--- src/rtl/int_alu_pipe.sv ---
// Two-stage integer ALU pipe: an EX register feeds combinational ALU logic, and a WB register drives the CDB.
// The WB register also acts as a bypass source. The pipe supports flush and counts CDB back-pressure cycles.
module int_alu_pipe #(
  parameter int unsigned XLEN        = 32,
  parameter int unsigned ROB_IDX     = 5,
  parameter int unsigned PRF_IDX     = 6,
  parameter int unsigned ARF_IDX     = 5,
  parameter int unsigned STALL_CNT_W = 16
) (
  input  logic                   clk,
  input  logic                   rst_n,
  input  logic                   flush,
  input  logic                   iss_valid,
  output logic                   iss_ready,
  input  logic [ROB_IDX-1:0]     iss_rob_id,
  input  logic [PRF_IDX-1:0]     iss_rd_phy,
  input  logic [ARF_IDX-1:0]     iss_rd_arch,
  input  logic                   iss_op1_sel,
  input  logic                   iss_op2_sel,
  input  logic [3:0]             iss_fu_opcode,
  input  logic [XLEN-1:0]        iss_imm,
  input  logic [XLEN-1:0]        iss_rs1_value,
  input  logic [XLEN-1:0]        iss_rs2_value,
  output logic                   cdb_valid,
  input  logic                   cdb_ready,
  output logic [ROB_IDX-1:0]     cdb_rob_id,
  output logic [PRF_IDX-1:0]     cdb_rd_phy,
  output logic [ARF_IDX-1:0]     cdb_rd_arch,
  output logic [XLEN-1:0]        cdb_rd_value,
  output logic                   byp_valid,
  output logic [PRF_IDX-1:0]     byp_rd_phy,
  output logic [XLEN-1:0]        byp_value,
  output logic [STALL_CNT_W-1:0] stall_cnt
);

  localparam int unsigned SHW = $clog2(XLEN);

  typedef enum logic [3:0] {
    OP_ADD  = 4'd0,
    OP_SUB  = 4'd1,
    OP_SLL  = 4'd2,
    OP_SLT  = 4'd3,
    OP_SLTU = 4'd4,
    OP_XOR  = 4'd5,
    OP_SRL  = 4'd6,
    OP_SRA  = 4'd7,
    OP_OR   = 4'd8,
    OP_AND  = 4'd9
  } alu_op_e;

  logic                   r_ex_valid;
  logic [ROB_IDX-1:0]     r_ex_rob_id;
  logic [PRF_IDX-1:0]     r_ex_rd_phy;
  logic [ARF_IDX-1:0]     r_ex_rd_arch;
  logic                   r_ex_op1_sel;
  logic                   r_ex_op2_sel;
  alu_op_e                r_ex_opcode;
  logic [XLEN-1:0]        r_ex_imm;
  logic [XLEN-1:0]        r_ex_rs1;
  logic [XLEN-1:0]        r_ex_rs2;

  logic                   r_wb_valid;
  logic [ROB_IDX-1:0]     r_wb_rob_id;
  logic [PRF_IDX-1:0]     r_wb_rd_phy;
  logic [ARF_IDX-1:0]     r_wb_rd_arch;
  logic [XLEN-1:0]        r_wb_value;

  logic [STALL_CNT_W-1:0] r_stall_cnt;

  logic                   w_wb_adv;
  logic                   w_ex_adv;
  logic                   w_iss_fire;
  logic                   w_ex_fire;
  logic [XLEN-1:0]        w_opa;
  logic [XLEN-1:0]        w_opb;
  logic [SHW-1:0]         w_shamt;
  logic [XLEN-1:0]        w_result;

  assign w_wb_adv   = ~r_wb_valid | cdb_ready;
  assign w_ex_adv   = ~r_ex_valid | w_wb_adv;
  assign iss_ready  = w_ex_adv & ~flush;
  assign w_iss_fire = iss_valid & iss_ready;
  assign w_ex_fire  = r_ex_valid & w_wb_adv;

  always_ff @(posedge clk or negedge rst_n) begin
    if (!rst_n) begin
      r_ex_valid <= 1'b0;
    end else if (flush) begin
      r_ex_valid <= 1'b0;
    end else if (w_iss_fire) begin
      r_ex_valid <= 1'b1;
    end else if (w_ex_adv) begin
      r_ex_valid <= 1'b0;
    end
  end

  // Payload registers carry no reset; they are only observed while the matching valid is set.
  always_ff @(posedge clk) begin
    if (w_iss_fire) begin
      r_ex_rob_id  <= iss_rob_id;
      r_ex_rd_phy  <= iss_rd_phy;
      r_ex_rd_arch <= iss_rd_arch;
      r_ex_op1_sel <= iss_op1_sel;
      r_ex_op2_sel <= iss_op2_sel;
      r_ex_opcode  <= alu_op_e'(iss_fu_opcode);
      r_ex_imm     <= iss_imm;
      r_ex_rs1     <= iss_rs1_value;
      r_ex_rs2     <= iss_rs2_value;
    end
  end

  assign w_opa   = r_ex_op1_sel ? '0 : r_ex_rs1;
  assign w_opb   = r_ex_op2_sel ? r_ex_imm : r_ex_rs2;
  assign w_shamt = w_opb[SHW-1:0];

  always_comb begin
    w_result = '0;
    case (r_ex_opcode)
      OP_ADD:  w_result = w_opa + w_opb;
      OP_SUB:  w_result = w_opa - w_opb;
      OP_SLL:  w_result = w_opa << w_shamt;
      OP_SLT:  w_result = {{(XLEN-1){1'b0}}, $signed(w_opa) < $signed(w_opb)};
      OP_SLTU: w_result = {{(XLEN-1){1'b0}}, w_opa < w_opb};
      OP_XOR:  w_result = w_opa ^ w_opb;
      OP_SRL:  w_result = w_opa >> w_shamt;
      OP_SRA:  w_result = $signed(w_opa) >>> w_shamt;
      OP_OR:   w_result = w_opa | w_opb;
      OP_AND:  w_result = w_opa & w_opb;
      default: w_result = '0;
    endcase
    // Writes to x0 are still broadcast so the ROB entry retires, but with a zero value.
    if (r_ex_rd_arch == '0) begin
      w_result = '0;
    end
  end

  always_ff @(posedge clk or negedge rst_n) begin
    if (!rst_n) begin
      r_wb_valid <= 1'b0;
    end else if (flush) begin
      r_wb_valid <= 1'b0;
    end else if (w_ex_fire) begin
      r_wb_valid <= 1'b1;
    end else if (cdb_ready) begin
      r_wb_valid <= 1'b0;
    end
  end

  always_ff @(posedge clk) begin
    if (w_ex_fire) begin
      r_wb_rob_id  <= r_ex_rob_id;
      r_wb_rd_phy  <= r_ex_rd_phy;
      r_wb_rd_arch <= r_ex_rd_arch;
      r_wb_value   <= w_result;
    end
  end

  always_ff @(posedge clk or negedge rst_n) begin
    if (!rst_n) begin
      r_stall_cnt <= '0;
    end else if (r_wb_valid && !cdb_ready && (r_stall_cnt != '1)) begin
      r_stall_cnt <= r_stall_cnt + STALL_CNT_W'(1);
    end
  end

  assign cdb_valid    = r_wb_valid;
  assign cdb_rob_id   = r_wb_rob_id;
  assign cdb_rd_phy   = r_wb_rd_phy;
  assign cdb_rd_arch  = r_wb_rd_arch;
  assign cdb_rd_value = r_wb_value;

  assign byp_valid    = r_wb_valid;
  assign byp_rd_phy   = r_wb_rd_phy;
  assign byp_value    = r_wb_value;

  assign stall_cnt    = r_stall_cnt;

endmodule

--- config.mk ---
export PLATFORM = sky130hd
export DESIGN_NAME = int_alu_pipe
export DESIGN_NICKNAME = d
export VERILOG_FILES = /design/src/rtl/int_alu_pipe.sv
export SDC_FILE = /design/constraint.sdc
export NUM_CORES = 1
export LEC_CHECK = 0
export ABC_AREA = 0
export BUFFER_PORTS_ARGS = -buffer_cell sky130_fd_sc_hd__buf_2
export CORE_UTILIZATION = 45
export CTS_CLUSTER_SIZE = 28
export DETAILED_ROUTE_END_ITERATION = 10
export GPL_TIMING_DRIVEN = 0
export PLACE_DENSITY = 0.65
export SLEW_MARGIN = 25
export SYNTH_ARGS = -nofsm -noshare
export SYNTH_HDL_FRONTEND = slang
export SYNTH_SLANG_ARGS = --single-unit
--- constraint.sdc ---
create_clock -name clk -period 12.6 [get_ports clk]
set_input_delay 2.52 -clock clk [delete_from_list [all_inputs] [get_ports clk]]
set_output_delay 2.52 -clock clk [all_outputs]
set_load 0.05 [all_outputs]
==> flow_metrics.py, run 1 <==
metrics = {
    "worst_setup_path": {
        "rr_worst_depth": 15,
        "critPathRequiredTime_ns": 12.79,
        "timing.rr.end": "byp_value[24]",
        "cpPeakStageDelay_ns": 0.71,
        "crit_chain": "buf_6 -> mux2i_1 -> clkbuf_1 -> clkbuf_1 -> buf_1 -> ha_1 -> a21o_1 -> a21oi_1 -> a21oi_1 -> nor3_1 -> o211ai_1 -> o211ai_1 -> xnor2_1 -> a221oi_1 -> o22ai_1",
        "r2r_start": "r_ex_op2_sel",
        "end_kind": "register",
        "cp.arrival_ns": 6.42,
        "r2r_setup_slack_ns": 6.37,
        "crit_path_start_kind": "register",
        "slowest_stage": "nor3_1",
        "critical_path_class": "register to register",
        "cp_max_fo": 11,
    },
    "grt": {
        "gr-usage-met1_pct": 52.7,
        "antenna_found_initial": 2,
        "grt_max_degree": 58,
        "overflow": 0,
        "grt.met3_usage_pct": 10.5,
        "grt_pass1_wl_um": 102000,
        "grt_pass1_vias": 15200,
        "met2_usage_pct": 58.3,
        "busiest_layer": "met2",
        "globalRouteTotalUtil_pct": 39.5,
    },
    "clock_tree": {
        "cts_resized": 0,
        "numCtsBuffers": 17,
        "cts.clk_slew.worst_paths_ns": 0.08,
        "postCtsSetupRepairBufs": 0,
        "cts_tree": "yes",
        "h-tree-depth": 4,
        "clock_sinks": 184,
        "clockBufferDepth": 2,
        "cts_root_buf": "clkbuf_16",
        "holdBufCountCts": 0,
        "clk_latency_ns": 0.48,
    },
    "floorplanning": {
        "core_sq_um": 34500,
        "num_rows": 68,
        "dieArea_sq_um": 35600,
        "pin_count": 228,
        "die_w_um": 189,
        "start_util_pct": 45.5,
        "die_h_um": 189,
    },
    "timing": {
        "setup_slack_ns": 6.37,
        "fin_skew_ns": 0.0146,
        "tightest_slew_ns": 1.08,
        "max_slew_margin_pct": 28.2,
        "fmax_mhz": 161,
        "rsz0062_at_grt": "no",
        "min_period_ns": 6.23,
        "setup_violations": 0,
        "hold_viol": 0,
        "slew_viol_final": 0,
        "setup_tns_ns": 0,
        "post-route-period-util_pct": 49.4,
    },
    "finish": {
        "areaGrowthSynthToFinish_pct": 15.4,
        "utilization_pct": 52.5,
        "seq_area_sq_um": 5440,
        "n_fill_cell": 3344,
        "drive_gt1_share_pct": 19.0,
        "nets": 2270,
        "multi_input_area_sq_um": 9120,
    },
    "yosys": {
        "avgSynthCellArea_sq_um": 8.76,
        "yosys.area.top_type_share_pct": 31.8,
        "synthesis.nets": 2018,
        "synth.most_common_cell": "nand2_1",
        "ys_ff_latch": 184,
        "ys_top_cells_by_count": "168 x nand2_1, 166 x edfxtp_1, 161 x a21oi_1",
        "netlist_instances": 1792,
        "yosysTopAreaCell": "edfxtp_1",
        "synth_flop_cell": "edfxtp_1",
        "synth_seq_area_share_pct": 34.6,
        "async_flop_share_pct": 9.78,
        "netlist_area_sq_um": 15700,
        "ys_top_cells_by_area": "edfxtp_1 32%, ha_1 8.1%, mux2i_1 6.1%",
        "ys_types": 84,
        "yosys_warnings": 0,
        "synth-edff-count": 166,
    },
    "place": {
        "io_buffers": 227,
        "routabilityCongestion": 1.08,
        "pre_cts_ws_ns": 6.68,
        "post-dp-hpwl_um": 56800,
    },
    "job": {
        "maxCapViolCount": 0,
    },
    "drt": {
        "ant_nets": 0,
        "firstDrtPassIters": 6,
        "drcViolationCount": 0,
        "drt_iter0_drc": 2439,
        "post_drt_wl_per_cell_um": 28.2,
        "viasPerCell": 6.52,
        "vias": 16400,
        "drt_wl_total_um": 70800,
    },
    "hold_path": {
        "hold_path_startpoint": "r_ex_rob_id[1]",
        "holdPathEnd": "cdb_rob_id[1]",
        "hold_class": "register to register",
        "hold_depth": 0,
    },
    "power_and_ir_drop": {
        "power_density_nw_per_um2": 101,
        "p_leak_nw": 7.39,
        "power_w": 0.00182,
        "peakVddDrop_v": 0.000107,
    },
    "status": {
        "status": "finished clean",
    },
}
[state kept, by name, indices dropped and copies added (netlist names), 5 cells and up]
register      cells
byp_value        32
r_ex_rd_phy       6
r_ex_rob_id       5
r_ex_rd_arch      5
stall_cnt        16
r_ex_rs1         32
r_ex_imm         32
byp_rd_phy        6
r_ex_rs2         32
cdb_rd_arch       5
cdb_rob_id        5
[critical path, delay by kind of cell (launching register included)]
family,cells,cell delay (ns)
muxes,1,0.63
DFF,1,0.34
adders and majority gates,1,0.44
xor gates and xnor gates,1,0.12
AOI/OAI and AO/OA,7,1.85
buffers and inverters,4,1.82
and+or+nand+nor,1,0.71
[worst max path at each step]
stage | startpoint | to | depth (start not counted)
floorplan | cdb_ready | r_ex_imm[0] | 3
global placement | cdb_ready | r_ex_imm[9] | 4
detailed placement | cdb_ready | iss_ready | 4
CTS | r_ex_op2_sel | byp_value[19] | 17
global route | r_ex_op2_sel | byp_value[31] | 17
finish | r_ex_op2_sel | byp_value[24] | 15
[placed cells by master, fill, tap and decap left out, types with 50 or more instances in the layout]
cell	n
o21ai_0	98
inv_1	89
mux2i_1	96
nor3_1	50
nor2_1	127
clkbuf_1	65
a21oi_1	161
nand2_1	168
edfxtp_1	166
ha_1	101
buf_2	262
[report_power, final]
group	total, W	switching (W)	internal [W]
sequential	0.000724	0.0000203	0.000703
clock	0.000521	0.000261	0.000260
combinational	0.000577	0.000407	0.000170
total	0.00182	0.000688	0.00113
[layer usage]
| metal | vias up | routed length [um] | share of wire, % |
|---|---|---|---|
| li1 | 7114 | - | - |
| met1 | 7841 | 28600 | 40 |
| met2 | 1202 | 29800 | 42 |
| met3 | 237 | 8140 | 11 |
| met4 | 2 | 4290 | 6.1 |
| met5 | - | 16 | 0.023 |
[final cells by class]
cell class,count,area share [%]
Timing Repair Buffer,233,6.90
Tap cell,455,3.14
Sequential cell,184,30.0
Antenna cell,1,0.0138
Clock buffer,17,2.35
Buffer,156,4.46
Inverter,95,1.97
Clock inverter,15,0.774
Multi-Input combinational cell,1357,50.4
[per-stage QoR]
stage / std cells / hold slack, ns / cell area, sq um
floorplan: 1792 / 0.400 / 15700
global placement: 2474 / 0.400 / 17400
detailed placement: 2480 / 0.405 / 17500
CTS: 2512 / 0.423 / 18100
global route: 2512 / 0.436 / 18100
finish: 2513 / 0.423 / 18100
[logic make-up after synthesis]
group / after synthesis / synth area share, %
fa+ha+maj: 103 / 8.31
xor+xnor: 36 / 2.01
flops: 184 / 34.6
mux: 116 / 8.06
simple gates: 531 / 15.9
buf+inv: 251 / 7.42
compound gates: 571 / 23.6
No activity file was read; power rests on OpenSTA's default activity.
==> inputs of run 2 (changes only) <==
--- a/config.mk
+++ b/config.mk
@@ -5,13 +5,12 @@
 export SDC_FILE = /design/constraint.sdc
 export NUM_CORES = 1
 export LEC_CHECK = 0
-export ABC_AREA = 0
+export ABC_AREA = 1
 export BUFFER_PORTS_ARGS = -buffer_cell sky130_fd_sc_hd__buf_2
 export CORE_UTILIZATION = 45
 export CTS_CLUSTER_SIZE = 28
 export DETAILED_ROUTE_END_ITERATION = 10
 export GPL_TIMING_DRIVEN = 0
-export PLACE_DENSITY = 0.65
 export SLEW_MARGIN = 25
 export SYNTH_ARGS = -nofsm -noshare
 export SYNTH_HDL_FRONTEND = slang
==> constraint.sdc (replaced) <==
create_clock -name clk -period 5.8 [get_ports clk]
set_input_delay 1.16 -clock clk [delete_from_list [all_inputs] [get_ports clk]]
set_output_delay 1.16 -clock clk [all_outputs]
set_load 0.05 [all_outputs]
==> run 2 against run 1 <==
Maximum frequency is 34% higher. Synthesized cell count is 39% higher. Utilization is 0.26 points higher. Power is 130% higher. Clock power is 150% higher. Global-route usage is 0.29 points higher. Clock-buffer cell count stayed put. Largest cell class unchanged. Highest routed layer is now met4.
==> flow_metrics.py, run 2 <==
metrics = {
    "clock_tree": {
        "numCtsBuffers": 17,
        "clock_sinks": 184,
        "postCtsSetupRepairBufs": 0,
        "cts_resized": 0,
        "clockBufferDepth": 2,
        "cts.clk_slew.worst_paths_ns": 0.08,
        "cts_tree": "yes",
        "clk_latency_ns": 0.49,
        "h-tree-depth": 4,
        "holdBufCountCts": 0,
        "cts_root_buf": "clkbuf_16",
    },
    "yosys": {
        "yosysTopAreaCell": "edfxtp_1",
        "ys_types": 46,
        "netlist_area_sq_um": 16800,
        "ys_top_cells_by_count": "711 x nand2_1, 444 x nand3_1, 274 x inv_1",
        "ys_top_cells_by_area": "edfxtp_1 30%, nand2_1 16%, nand3_1 13%",
        "async_flop_share_pct": 9.78,
        "synth_seq_area_share_pct": 32.3,
        "synth_flop_cell": "edfxtp_1",
        "ys_ff_latch": 184,
        "netlist_instances": 2498,
        "synth.most_common_cell": "nand2_1",
        "yosys_warnings": 0,
        "avgSynthCellArea_sq_um": 6.74,
        "synth-edff-count": 166,
        "yosys.area.top_type_share_pct": 29.6,
        "synthesis.nets": 2724,
    },
    "place": {
        "io_buffers": 227,
        "routabilityCongestion": 1.14,
        "post_dp_cell_area_sq_um": 18700,
        "post-dp-hpwl_um": 62300,
    },
    "grt": {
        "grt_pass1_wl_um": 111000,
        "grt_max_degree": 31,
        "grt_pass1_vias": 17400,
        "overflow": 0,
        "globalRouteTotalUtil_pct": 39.8,
        "antenna_found_initial": 0,
    },
    "timing": {
        "tightest_slew_ns": 1.17,
        "fmax_mhz": 216,
        "setup_violations": 0,
        "fin_skew_ns": 0.0257,
        "min_period_ns": 4.64,
        "hold_viol": 0,
        "slew_viol_final": 0,
        "post-route-period-util_pct": 79.9,
        "rsz0062_at_grt": "no",
        "holdWs_ns": 0.419,
        "max_slew_margin_pct": 22.0,
    },
    "worst_setup_path": {
        "critPathRequiredTime_ns": 6.04,
        "end_kind": "register",
        "crit_chain": "buf_6 -> buf_2 -> nand2_1 -> nand2_1 -> inv_1 -> buf_4 -> buf_2 -> ha_1 -> buf_4 -> nand2_1 -> o21ai_0 -> nand2_1 -> nand2_1 -> nand2_1 -> nand2_1 -> nand2_1 -> nand3_1 -> nand2_1 -> nor2_1 -> nand3_1 -> nand2_1 -> inv_1",
        "cpPeakStageDelay_ns": 0.72,
        "critical_path_class": "register to register",
        "slowest_stage": "o21ai_0",
        "crit_path_start_kind": "register",
        "cpMostUsedCell": "nand2_1",
        "cp.arrival_ns": 4.87,
        "cp_max_fo": 11,
    },
    "finish": {
        "areaGrowthSynthToFinish_pct": 15.1,
        "drive_gt1_share_pct": 15.7,
        "final_common_cell": "nand2_1",
        "postLayoutCellArea_sq_um": 19400,
        "utilization_pct": 52.8,
        "nets": 2976,
        "final_cell_mix": "711 x nand2_1, 444 x nand3_1, 274 x inv_1, 274 x buf_2, 213 x nor2_1",
    },
    "power_and_ir_drop": {
        "peakVddDrop_v": 0.000313,
        "power_density_nw_per_um2": 215,
        "p_leak_nw": 9.75,
    },
    "drt": {
        "post_drt_wl_per_cell_um": 23.6,
        "viasPerCell": 5.90,
        "drcViolationCount": 0,
        "firstDrtPassIters": 8,
        "ant_nets": 0,
        "drt_wl_total_um": 76300,
        "drt_iter0_drc": 3263,
        "vias": 19100,
    },
    "floorplanning": {
        "core_sq_um": 36700,
        "dieArea_sq_um": 38200,
        "start_util_pct": 45.9,
        "pin_count": 228,
        "die_h_um": 195,
        "num_rows": 70,
        "die_w_um": 195,
    },
    "job": {
        "maxCapViolCount": 0,
    },
    "status": {
        "status": "finished clean",
    },
    "hold_path": {
        "hold_class": "register to register",
    },
}
[run 2: cell types whose count changed after synthesis, sizes merged, moves of 56 or more]
cell and delta:
a21oi -56, inv +190, mux2i -98, nand2 +556
nand3 +404, nor2 +91
[run 2: layout make-up]
| type | count | area, sq um |
|---|---|---|
| tap | 468 | 586 |
| fill | 3678 | 17300 |
| buffer | 138 | 811 |
| sequential | 184 | 5440 |
| clock buffer | 17 | 425 |
| multi-input combinational | 1891 | 9530 |
| inverter | 285 | 1080 |
| antenna | 1 | 2.50 |
| clock inverter | 15 | 231 |
| timing repair buffer | 233 | 1280 |
[run 2: final timing paths]
path | startpoint | endpoint | slack, ns | depth (start not counted)
setup / recovery | r_ex_op2_sel | byp_value[10] | 1.16 | 22
hold / removal | r_ex_rob_id[1] | cdb_rob_id[1] | 0.42 | 0
setup reg to reg | r_ex_op2_sel | byp_value[10] | 1.16 | 22
hold reg to reg | r_ex_rob_id[1] | cdb_rob_id[1] | 0.42 | 0
max in group asynchronous | rst_n | stall_cnt[3] | 4.93 | 1
min in group asynchronous | rst_n | stall_cnt[2] | 0.58 | 1
[run 2: per-layer routing]
| metal | GRT usage (%) | part of all wire, % | vias to the layer above |
|---|---|---|---|
| met3 | 9.83 | 14 | 186 |
| met4 | 17.8 | 4.8 | 0 |
| met1 | 56.0 | 41 | 8745 |
| li1 | - | - | 8741 |
| met2 | 57.3 | 41 | 1393 |
| met5 | 0 | 0 | - |
[run 2: power breakdown]
group / internal, W / total (W) / leakage [nW] / switching, W
Clock: 0.000619 / 0.00128 / 0.318 / 0.000661
Sequential: 0.00152 / 0.00156 / 1.81 / 0.0000371
Combinational: 0.000348 / 0.00133 / 7.62 / 0.000985
[run 2: kinds of logic after synthesis]
| family | after synthesis | synth area share (%) |
|---|---|---|
| DFF | 184 | 32.3 |
| xor gates and xnor gates | 17 | 0.884 |
| buffers and inverters | 423 | 11.2 |
| AOI/OAI and AO/OA | 269 | 8.86 |
| adders and majority gates | 103 | 7.74 |
| and+or+nand+nor | 1502 | 39.0 |
[run 2: stage by stage]
stage	instances	setup TNS, ns	total power (W)	setup slack, ns
floorplan	2498	0	0.00241	0.691
global placement	3193	-54.14	0.00284	-0.471
detailed placement	3199	0	0.00286	1.40
CTS	3231	0	0.00414	1.39
global route	3231	0	0.00432	1.03
finish	3232	0	0.00417	1.16
[run 2: worst max-delay path, delay by kind of cell (launching register included)]
kind                       cells  cell delay (ns)
and+or+nand+nor               13             1.73
buffers and inverters          7             1.27
AOI/OAI and AO/OA              1             0.72
DFF                            1             0.35
adders and majority gates      1             0.31
==> inputs of run 3 (changes only) <==
--- a/config.mk
+++ b/config.mk
@@ -11,6 +11,7 @@
 export CTS_CLUSTER_SIZE = 28
 export DETAILED_ROUTE_END_ITERATION = 10
 export GPL_TIMING_DRIVEN = 0
+export PLACE_DENSITY = 0.67
 export SLEW_MARGIN = 25
 export SYNTH_ARGS = -nofsm -noshare
 export SYNTH_HDL_FRONTEND = slang
==> constraint.sdc (replaced) <==
create_clock -name clk -period 3.8 [get_ports clk]
set_input_delay 0.76 -clock clk [delete_from_list [all_inputs] [get_ports clk]]
set_output_delay 0.76 -clock clk [all_outputs]
set_load 0.05 [all_outputs]
==> run 3 against run 2 <==
Setup slack got worse by 1.1 ns. Flip-flop and latch count unchanged. Final area increased by 1.3%. Sequential power increased by 53%. Hold slack got worse by 0.21 ns. Highest routed layer unchanged.
==> flow_metrics.py, run 3 (synthesis gave the netlist of run 2 again) <==
metrics = {
    "clock_tree": {
        "cts_tree": "yes",
        "cts.clk_slew.worst_paths_ns": 0.08,
        "clock_sinks": 184,
        "clk_latency_ns": 0.48,
        "clockBufferDepth": 2,
        "numCtsBuffers": 17,
        "cts_root_buf": "clkbuf_16",
        "h-tree-depth": 4,
        "holdBufCountCts": 0,
    },
    "drt": {
        "dr_wl_met3_um": 10400,
        "ant_nets": 0,
        "dr.max_layer_used": "met4",
        "drcViolationCount": 0,
        "vias": 19000,
        "drt_wl_total_um": 75600,
        "drt_iter0_drc": 2656,
        "wl_met1_um": 30800,
        "firstDrtPassIters": 7,
        "viasPerCell": 5.89,
        "post_drt_wl_per_cell_um": 23.4,
        "wl_met2_um": 30500,
    },
    "finish": {
        "n_antenna_cell": 0,
        "final_common_cell": "nand2_1",
        "areaGrowthSynthToFinish_pct": 16.5,
        "n_fill_cell": 3660,
        "utilization_pct": 53.5,
        "final_cell_mix": "706 x nand2_1, 440 x nand3_1, 268 x inv_1",
        "nets": 2972,
        "drive_gt1_share_pct": 18.5,
    },
    "grt": {
        "globalRouteTotalUtil_pct": 39.2,
        "overflow": 0,
        "antenna_found_initial": 0,
        "grt_max_degree": 31,
        "grt_pass1_wl_um": 109000,
        "grt_pass1_vias": 17300,
    },
    "hold_path": {
        "hold_class": "primary input to asynchronous set/reset pin",
    },
    "worst_setup_path": {
        "cp_max_fo": 8,
        "critical_path_class": "register to register",
        "cp.arrival_ns": 3.96,
        "crit_path_start_kind": "register",
        "end_kind": "register",
        "critPathRequiredTime_ns": 3.98,
    },
    "timing": {
        "slew_viol_final": 0,
        "setup_slack_ns": 0.0227,
        "hold_viol": 0,
        "post-route-period-util_pct": 99.4,
        "min_period_ns": 3.78,
        "fin_skew_ns": 0.0252,
        "setup_violations": 0,
        "holdWs_ns": 0.207,
        "tightest_slew_ns": 0.916,
        "max_slew_margin_pct": 38.9,
        "rsz0062_at_grt": "yes",
        "fmax_mhz": 265,
    },
    "power_and_ir_drop": {
        "peakVddDrop_v": 0.000466,
        "power_density_nw_per_um2": 321,
        "p_leak_nw": 9.78,
    },
    "place": {
        "routabilityCongestion": 1.15,
        "post-dp-hpwl_um": 62000,
        "pre_cts_ws_ns": -0.593,
        "io_buffers": 227,
    },
    "floorplanning": {
        "start_util_pct": 45.9,
        "dieArea_sq_um": 38200,
        "num_rows": 70,
        "die_h_um": 195,
        "die_w_um": 195,
        "pin_count": 228,
        "core_sq_um": 36700,
    },
    "job": {
        "maxCapViolCount": 0,
    },
    "status": {
        "status": "finished clean",
    },
}
run 3: cell count changes in the layout (fill, tap and decap cells not counted), moves of 11 or more:
cell | previous run | this run
nor2_2 | 1 | 12
o21ai_0 | 89 | 60
ha_2 | 0 | 12
a21oi_1 | 108 | 88
o21ai_1 | 15 | 38
clkbuf_1 | 27 | 15
a21oi_2 | 0 | 18
nor2_1 | 213 | 200
ha_1 | 101 | 89
run 3: report_power, final:
group          switching [W]  total [W]  internal (W)  leakage [nW]
Clock               0.000950    0.00185      0.000903         0.300
Combinational        0.00151    0.00207      0.000560          7.67
Sequential         0.0000558    0.00238       0.00232          1.81
Total                0.00252    0.00630       0.00379          9.78
run 3: layout make-up:
type,count,area [sq um],area share (%)
well taps,468,586,2.98
repair buffers,238,1310,6.67
plain buffers,129,808,4.12
inverters,285,1080,5.53
flip-flops and latches,184,5440,27.7
clock inverters,15,190,0.969
clock buffers,17,425,2.17
multi-input cells,1891,9780,49.9
run 3: worst max-delay path, cell delays in order (launching register included):
cell and delay (ns):
edfxtp_1 0.41, inv_1 0.15, nand2_1 0.37, inv_1 0.47, ha_1 0.43, inv_1 0.34, o21bai_1 0.18, a21oi_1 0.16
nand2_1 0.10, a21oi_2 0.32, nand3_1 0.13, nand2_1 0.08, nor2_1 0.05, nor2_2 0.22, nor2_1 0.09
run 3: path summary, 6_finish.rpt:
kind,from,to,slack (ns),cells past startpoint
max,r_ex_op1_sel,byp_value[0],0.02,14
min,rst_n,byp_valid,0.21,1
max reg2reg,r_ex_op1_sel,byp_value[0],0.02,14
min reg2reg,r_ex_rob_id[3],cdb_rob_id[3],0.42,0
max in group asynchronous,rst_n,stall_cnt[2],3.30,1
min in group clk,r_ex_rob_id[3],cdb_rob_id[3],0.42,0
run 3: repair_timing:
action,in CTS,in global routing
buffers inserted,1,4
gates resized for setup,19,103
pin swaps,2,1
endpoints found under the setup margin,29,27
run 3: metal layers:
metal  track usage, %  vias up
met1             54.2     8695
li1                 -     8750
met5                0        -
met3             10.8      183
met4             19.1        0
met2             56.1     1384
run 3: metrics by stage:
stage / TNS, ns / area (sq um) / total power [W] / std cells
final: 0 / 19600 / 0.00630 / 3227
after global routing: -0.0954 / 19600 / 0.00653 / 3227
after CTS: 0 / 19300 / 0.00620 / 3224
after detailed placement: -9.00 / 18700 / 0.00435 / 3199
after global placement: -67.33 / 18600 / 0.00432 / 3193
after floorplan: 0 / 16800 / 0.00368 / 2498
